File: config.mk
export PLATFORM = sky130hd
export DESIGN_NAME = mem_access_ctrl
export DESIGN_NICKNAME = d
export VERILOG_FILES = /design/src/rtl/mem_access_ctrl.sv
export SDC_FILE = /design/constraint.sdc
export NUM_CORES = 1
export LEC_CHECK = 0
export ABC_AREA = 1
export CORE_MARGIN = 2
export CORE_UTILIZATION = 30
export CTS_BUF_LIST = sky130_fd_sc_hd__clkbuf_4 sky130_fd_sc_hd__clkbuf_8
export DETAILED_ROUTE_END_ITERATION = 10
export HOLD_SLACK_MARGIN = 0.03
export PLACE_DENSITY_LB_ADDON = 0.3
export SETUP_SLACK_MARGIN = 0.3
export SYNTH_ARGS = -nofsm -noshare
export SYNTH_HDL_FRONTEND = slang
export SYNTH_SLANG_ARGS = --single-unit
export TNS_END_PERCENT = 100
File: constraint.sdc
create_clock -name Clk -period 4.6 [get_ports Clk]
set_input_delay 0.92 -clock Clk [delete_from_list [all_inputs] [get_ports Clk]]
set_output_delay 0.92 -clock Clk [all_outputs]
set_load 0.005 [all_outputs]
File: src/rtl/mem_access_ctrl.sv
// Clocked master between the CPU datapath and the 512x8 byte-addressed RAM (Enable/ReadWrite/MOC).
// Optional alignment fault checking is enabled by defining ALIGN_CHECK_EN.
module mem_access_ctrl #(
    parameter int unsigned TIMEOUT_CYCLES = 15,
    parameter int unsigned ADDR_LIMIT     = 512
) (
    input  logic        Clk,
    input  logic        Reset,
    input  logic        Start,
    input  logic        Load,
    input  logic [1:0]  Size,
    input  logic        Signed,
    input  logic [31:0] Addr,
    input  logic [31:0] StoreData,
    output logic        Busy,
    output logic        Done,
    output logic        Err,
    output logic [31:0] LoadData,
    output logic        MemEnable,
    output logic        MemReadWrite,
    output logic [31:0] MemAddress,
    output logic [31:0] MemDataIn,
    output logic [5:0]  MemOP,
    input  logic [31:0] MemDataOut,
    input  logic        MOC
);

    localparam logic [7:0]  TimeoutCnt = 8'(TIMEOUT_CYCLES);
    localparam logic [32:0] AddrLimit  = 33'(ADDR_LIMIT);

    localparam logic [5:0] OpReadWord  = 6'b001000;
    localparam logic [5:0] OpReadHalf  = 6'b000010;
    localparam logic [5:0] OpReadByte  = 6'b000001;
    localparam logic [5:0] OpWriteWord = 6'b000100;
    localparam logic [5:0] OpWriteHalf = 6'b000110;
    localparam logic [5:0] OpWriteByte = 6'b000101;

    typedef enum logic [1:0] {StIdle, StIssue, StWait, StDone} state_t;

    state_t      state_q;
    logic [7:0]  count_q;
    logic        req_load_q;
    logic [1:0]  req_size_q;
    logic        req_signed_q;

    logic [32:0] nbytes;
    logic [32:0] last_addr;
    logic        size_fault;
    logic        range_fault;
    logic        align_fault;
    logic        req_fault;
    logic [5:0]  op_sel;
    logic [31:0] load_ext;

    // Request decode, evaluated on the raw inputs while idle
    always_comb begin
        nbytes = 33'd1;
        op_sel = Load ? OpReadByte : OpWriteByte;
        case (Size)
            2'b01: begin
                nbytes = 33'd2;
                op_sel = Load ? OpReadHalf : OpWriteHalf;
            end
            2'b10: begin
                nbytes = 33'd4;
                op_sel = Load ? OpReadWord : OpWriteWord;
            end
            default: ;
        endcase
        // 33-bit sum so an access near 2^32 cannot wrap back into range
        last_addr   = {1'b0, Addr} + nbytes - 33'd1;
        size_fault  = (Size == 2'b11);
        range_fault = (last_addr >= AddrLimit);
`ifdef ALIGN_CHECK_EN
        align_fault = ((Size == 2'b01) && Addr[0]) ||
                      ((Size == 2'b10) && (Addr[1:0] != 2'b00));
`else
        align_fault = 1'b0;
`endif
        req_fault = size_fault | range_fault | align_fault;
    end

    always_comb begin
        load_ext = MemDataOut;
        case (req_size_q)
            2'b00:   load_ext = req_signed_q ? {{24{MemDataOut[7]}}, MemDataOut[7:0]}
                                             : {24'h0, MemDataOut[7:0]};
            2'b01:   load_ext = req_signed_q ? {{16{MemDataOut[15]}}, MemDataOut[15:0]}
                                             : {16'h0, MemDataOut[15:0]};
            default: load_ext = MemDataOut;
        endcase
    end

    always_ff @(posedge Clk or posedge Reset) begin
        if (Reset) begin
            state_q      <= StIdle;
            count_q      <= 8'd0;
            req_load_q   <= 1'b0;
            req_size_q   <= 2'b00;
            req_signed_q <= 1'b0;
            Busy         <= 1'b0;
            Done         <= 1'b0;
            Err          <= 1'b0;
            LoadData     <= 32'h0;
            MemEnable    <= 1'b0;
            MemReadWrite <= 1'b0;
            MemAddress   <= 32'h0;
            MemDataIn    <= 32'h0;
            MemOP        <= 6'h0;
        end else begin
            case (state_q)
                StIdle: begin
                    if (Start) begin
                        req_load_q   <= Load;
                        req_size_q   <= Size;
                        req_signed_q <= Signed;
                        Busy         <= 1'b1;
                        if (req_fault) begin
                            state_q <= StDone;
                            Done    <= 1'b1;
                            Err     <= 1'b1;
                        end else begin
                            state_q      <= StIssue;
                            count_q      <= 8'd0;
                            MemEnable    <= 1'b1;
                            MemReadWrite <= Load;
                            MemAddress   <= Addr;
                            MemDataIn    <= StoreData;
                            MemOP        <= op_sel;
                        end
                    end
                end
                StIssue: begin
                    state_q <= StWait;
                    count_q <= 8'd0;
                end
                StWait: begin
                    if (MOC) begin
                        if (req_load_q) begin
                            LoadData <= load_ext;
                        end
                        state_q   <= StDone;
                        Done      <= 1'b1;
                        Err       <= 1'b0;
                        MemEnable <= 1'b0;
                    end else if (count_q == TimeoutCnt) begin
                        state_q   <= StDone;
                        Done      <= 1'b1;
                        Err       <= 1'b1;
                        MemEnable <= 1'b0;
                    end else begin
                        count_q <= count_q + 8'd1;
                    end
                end
                StDone: begin
                    state_q <= StIdle;
                    Done    <= 1'b0;
                    Err     <= 1'b0;
                    Busy    <= 1'b0;
                end
                default: state_q <= StIdle;
            endcase
        end
    end

endmodule

### Word-level counts from Yosys, hierarchy flattened

Cells that the tools add are included.

| storage, ports and cells | value |
|---|---|
| bits in latches | 0 |
| output and inout port bits | 107 |
| RAM bits | 0 |
| register bits | 121 |
| word-level logic and storage cells | 80 |
| bits of input ports | 104 |
| memories | 0 |
| ROM bits | 0 |

| operators by class | value |
|---|---|
| magnitude comparators | 1 |
| div/mod/pow operators | 0 |
| shift operators | 0 |
| multiply operators | 0 |
| add/sub/neg operators | 3 |
| reduce and logical (&&, ||, !) cells | 14 |
| equality and inequality tests | 14 |
| mux-type cells | 32 |
| bitwise gates (word level) | 2 |

Operator list:

| operator | count |
|---|---|
| 32-bit 2-to-1 mux | 2 |
| 32-bit case mux with 2 select lines | 1 |
| 32-bit by 33-bit adder with 33-bit output | 1 |
| 33-bit by 10-bit greater-or-equal comparator with 1-bit output (second input constant) | 1 |
| 33-bit by 1-bit subtractor with 33-bit output (second input constant) | 1 |
| 8-bit 2-to-1 mux | 4 |
| 8-bit case mux with 3 select lines | 1 |
| 1-bit 2-to-1 mux | 10 |
| 2-bit inequality test (second input constant) | 5 |
| 8-bit by 1-bit adder with 8-bit output (second input constant) | 1 |
| 2-bit == test (second input constant) | 4 |
| 8-bit by 4-bit == test with 1-bit output (second input constant) | 1 |
| 2-bit 2-to-1 mux | 4 |
| 2-bit case mux with 4 select lines | 1 |
| 4-bit case mux with 2 select lines | 1 |
| 4-bit AND reduction | 2 |
| 2-bit by 1-bit == test with 1-bit output (second input constant) | 3 |
| 3-bit 2-to-1 mux | 2 |
| 1-bit case mux with 3 select lines | 2 |
| 3-bit case mux with 2 select lines | 1 |
| 2-bit AND reduction | 3 |
| 3-bit AND reduction | 2 |
| 3-bit nonzero test | 2 |
| 5-bit AND reduction | 1 |
| 7 further kinds | 10 |

### Depth between registers and ports, before layout

| depth | value |
|---|---|
| word-level depth | 9 |
| depth in mapped cells | 27 |
| gate-level depth less buffers | 27 |

### Worst setup path after synthesis

Ideal clock, no wire load.

| path | value |
|---|---|
| path type | input to register |
| start point | input port Size[0] |
| end point | register count_q[0] |
| arrival | 3,588 ps |
| path buffers | 1 |
| cell stages on the path | 27 |
| path slack | 891 ps |
| library setup time | 121 ps |
| path through | inv_1 -> ha_1 -> inv_1 -> ha_1 -> inv_1 -> ha_1 -> inv_1 -> fa_1 -> inv_1 -> nand2_1 -> nand2_1 -> nand3_1 -> nand2_1 -> nand2_1 -> nand2_1 -> nand2_1 -> nand2_1 -> nand2_1 -> nor2_1 -> nand2_1 -> nor3_4 -> nand3_1 -> nand2_2 -> nand2_2 -> buf_6 -> nand2_1 -> o21ai_1 |

| between the ends | value |
|---|---|
| word-level cells in the longest chain between the ends | 8 |
| elaborated cells on any way between the ends | 10 |

Ends and longest elaborated chain:

| element | RTL line | source |
|---|---|---|
| start, declared | 11 | `input logic [1:0] Size,` |
| 2-bit == test or 2-bit by 1-bit == test with 1-bit output (tied branches) | 59 | `case (Size)` |
| 3-bit case mux with 2 select lines (*) | 59 |  |
| via nbytes[0] | 46 | `logic [32:0] nbytes;` |
| 32-bit by 33-bit adder with 33-bit output (*) | 71 | `last_addr = {1'b0, Addr} + nbytes - 33'd1;` |
| 33-bit by 1-bit subtractor with 33-bit output (*) | 71 |  |
| 33-bit by 10-bit greater-or-equal comparator with 1-bit output (*) | 73 | `range_fault = (last_addr >= AddrLimit);` |
| 1-bit OR (*) | 80 | `req_fault = size_fault \| range_fault \| align_fault;` |
| 2-bit inequality test (no source line) (*) | - |  |
| 5-bit AND reduction (no source line) (*) | - |  |
| end signal, assigned | 152 | `count_q <= count_q + 8'd1;` |
| end, declared | 41 | `logic [7:0] count_q;` |

Mark *: on every way through the listed nets, which the timed path passes. The rest lies on a longest branch.
A chain may end at the register's enable or synchronous reset.

### Final worst setup path

| path | value |
|---|---|
| start point | input port Addr[1] |
| end point | register MemDataIn[12] |

| between the ends | value |
|---|---|
| word-level cells in the longest chain between the ends | 6 |

Ends and longest elaborated chain:

| element | RTL line | source |
|---|---|---|
| start, declared | 13 | `input logic [31:0] Addr,` |
| 32-bit by 33-bit adder with 33-bit output | 71 |  |
| 33-bit by 1-bit subtractor with 33-bit output | 71 |  |
| 33-bit by 10-bit greater-or-equal comparator with 1-bit output | 73 |  |
| 1-bit OR | 80 |  |
| 1-bit inverter (no source line) | - |  |
| 3-bit AND reduction (no source line) | - |  |
| end signal, assigned | 128 | `MemDataIn <= StoreData;` |
| end, declared | 22 | `output logic [31:0] MemDataIn,` |

Every way passes these cells.

==> reports/qor.yml <==
synth_common_cells: "nand2_1 (378), inv_1 (294), dfrtp_1 (119)"
ys_seq_area_frac: 0.374
synth_cells: 1204
drc_errors: 0
critPathMaxFanout: 17
grt_usage: 0.164
cts_sinks: 119
r2r_slack_ps: 2180
core_um2: 26100
design_area_um2: 11000
vias: 7847
fin_skew_ps: 20.2
diodes: 0
powerDensity_nw_per_um2: 331
drt_iter0_markers: 467
grt_pass1_wl_mm: 37.0
seqPwrFrac: 0.370
rsz0062_at_grt: "no"
yosysWarnings: 0
dieArea_um2: 27800
clk_latency_ps: 450
ys_ff_latch: 119
antenna_found_initial: 1
worst_setup_path_end_kind: "flip-flop"
initial_core_util: 0.305
fp.dieW_um: 167
setup_viol: 0
yosys.area.top_type_share: 0.374
maxCapViolCount: 0
setup_tns_ps: 0
fin_crit_sh: 0.853
die_h_um: 167
grt_overflow: 0
clock_tree.buffer_depth: 2
yosys.area.top_type: "dfrtp_1"
path_clk_slew_ps: 80
cts_tree: "done"
outcome: "finished clean"
synthArstFlopShare: 1.00
htreeDepth: 4
arrival_ps: 4260
place_area_um2: 10400
worstMarginPinSlew_ps: 1040
io_pins: 211
wl_per_cell_um: 14.0
antenna_left: 0
report.final.slew_viol_count: 0
r2r_start: "state_q[0]"
power_w: 0.00364
cellLeakagePower_nw: 5.77
vdd_drop_max_v: 0.000200
yosys.cell_count.top_type: "nand2_1"
cts_root_buf: "clkbuf_8"
power_frac_comb: 0.360
num_rows: 59
vias_per_cell: 4.42
hp-class: "reg -> reg"
grt_max_degree: 137
synth.area.top_cells: "dfrtp_1 (37%), nand2_1 (18%), inv_1 (14%), ha_1 (6.8%), o21ai_0 (3.3%)"
area_growth_pct: 38.1
clockPowerShare: 0.270
switching_share: 0.371
final_nets: 1575
cts_buffers: 17
first_pass_iters: 5
dp_hpwl_mm: 17.6
hold_violations: 0
fin_ws_ps: 678
port_buffers: 208
maxSlewHeadroom: 0.307
start_kind: "input pin"
post-place-ws_ps: -35.0
ys.flop_type: "dfrtp_1"
final_layout_size_suffix_gt1_frac: 0.0639
layout_min_cycle_time_ps: 3920
syn_avg_cell_area_um2: 6.61
wirelength_mm: 24.9
p_sw_w: 0.00135
crit_required_ps: 4940
clock.fmax_ghz: 0.255
intPower_w: 0.00229
startpoint: "Addr[1]"
routabilityCongestion: 0.921
synth_edf_count: 0
critPathKind: "in -> reg"
ys_types: 40
grt_pass1_vias: 7225
worstHoldStart: "LoadData[6]"
syn-cell-area_um2: 7960
[power groups by stage]
stage               combinational [W]  clock (W)  sequential (W)
floorplan                    0.000716          0         0.00135
global placement              0.00130          0         0.00136
detailed placement            0.00131          0         0.00137
CTS                           0.00132    0.00101         0.00135
global route                  0.00147    0.00105         0.00137
finish                        0.00131   0.000982         0.00135
[layout by cell type (no fill, tap or decap), drive strengths merged]
| cell | n |
|---|---|
| o21bai | 3 |
| clkbuf | 21 |
| o31ai | 2 |
| conb | 2 |
| nand2 | 382 |
| o221ai | 1 |
| clkdlybuf4s50 | 206 |
| o211ai | 1 |
| bufinv | 1 |
| nand4 | 11 |
| and2 | 3 |
| fa | 1 |
| nor3 | 6 |
| nor4 | 1 |
| dfrtp | 119 |
| o22ai | 9 |
| xor2 | 2 |
| buf | 17 |
| a21oi | 41 |
| a31o | 1 |
| clkinvlp | 2 |
| nand3 | 47 |
| clkinv | 4 |
| nor2 | 72 |
| inv | 323 |
| nand3b | 8 |
| dlymetal6s2s | 2 |
| a31oi | 1 |
| a22oi | 1 |
| ha | 43 |
| a21o | 1 |
| or2 | 4 |
| o21ai | 102 |
[flip-flops by register name, summed over array words and instances (netlist names)]
signal / count
Busy: 1
Done: 1
Err: 1
LoadData: 32
MemAddress: 32
MemDataIn: 32
MemEnable: 1
MemOP: 4
MemReadWrite: 1
count_q: 8
req_load_q: 1
req_signed_q: 1
req_size_q: 2
state_q: 2
[what timing repair did]
| action | 4_1_cts | 5_1_grt |
|---|---|---|
| setup buffers | 0 | 1 |
| gates resized for setup | 0 | 13 |
| hold buffers | 0 | 0 |
| endpoints found under the setup margin | 0 | 80 |
[cells by family after synthesis]
kind of cell,count (synthesis),synth area share
buf+inv,341,0.167
other cells,1,0.000471
flops,119,0.374
xor+xnor,2,0.00220
compound gates,163,0.108
simple gates,534,0.278
fa+ha+maj,44,0.0701
[worst max-delay path: stages]
cell and delay, ps:
clkdlybuf4s50_1 490, inv_1 60, ha_1 280, inv_1 50, ha_1 160, inv_1 50
fa_1 350, inv_1 110, nand2_1 60, nand2_1 60, nand3_1 90, nand2_2 110
nand2_1 70, nand2_1 90, nand2_1 50, nand2_1 50, nand2_1 40, nor2_1 80
nand2_1 100, nor3_4 120, buf_4 140, nand4_4 110, buf_12 190, clkbuf_16 200
o21ai_0 150, inv_1 50
[per-layer routing]
metal / GRT usage / vias up / wire length (µm)
met5: 0 / - / 0
met4: 0.0495 / 0 / 437
met3: 0.0371 / 24 / 1380
met2: 0.254 / 213 / 11000
met1: 0.228 / 3546 / 12100
li1: - / 4064 / -
[through the flow]
stage	util	hold WS (ps)	cells
final	0.422	474	1775
after global routing	0.422	507	1775
after CTS	0.415	478	1766
after detailed placement	0.400	457	1734
after global placement	0.400	454	1734
after floorplan	-	465	1205
[path summary, 6_finish.rpt]
| path | endpoint | cells after the start |
|---|---|---|
| max | MemDataIn[12] | 26 |
| min | LoadData[6] | 2 |
| max reg2reg | LoadData[30] | 8 |
| min reg2reg | LoadData[6] | 2 |
| max in group asynchronous | MemDataIn[10] | 3 |
| min in group asynchronous | LoadData[17] | 2 |
[layout make-up]
class / count / area (µm²)
well taps: 335 / 419
clock inverters: 15 / 158
flip-flops and latches: 119 / 2980
inverters: 315 / 1180
clock buffers: 17 / 234
repair buffers: 229 / 2370
fillers: 2664 / 15100
multi-input cells: 745 / 3650
(Power assumes the default switching activity.)
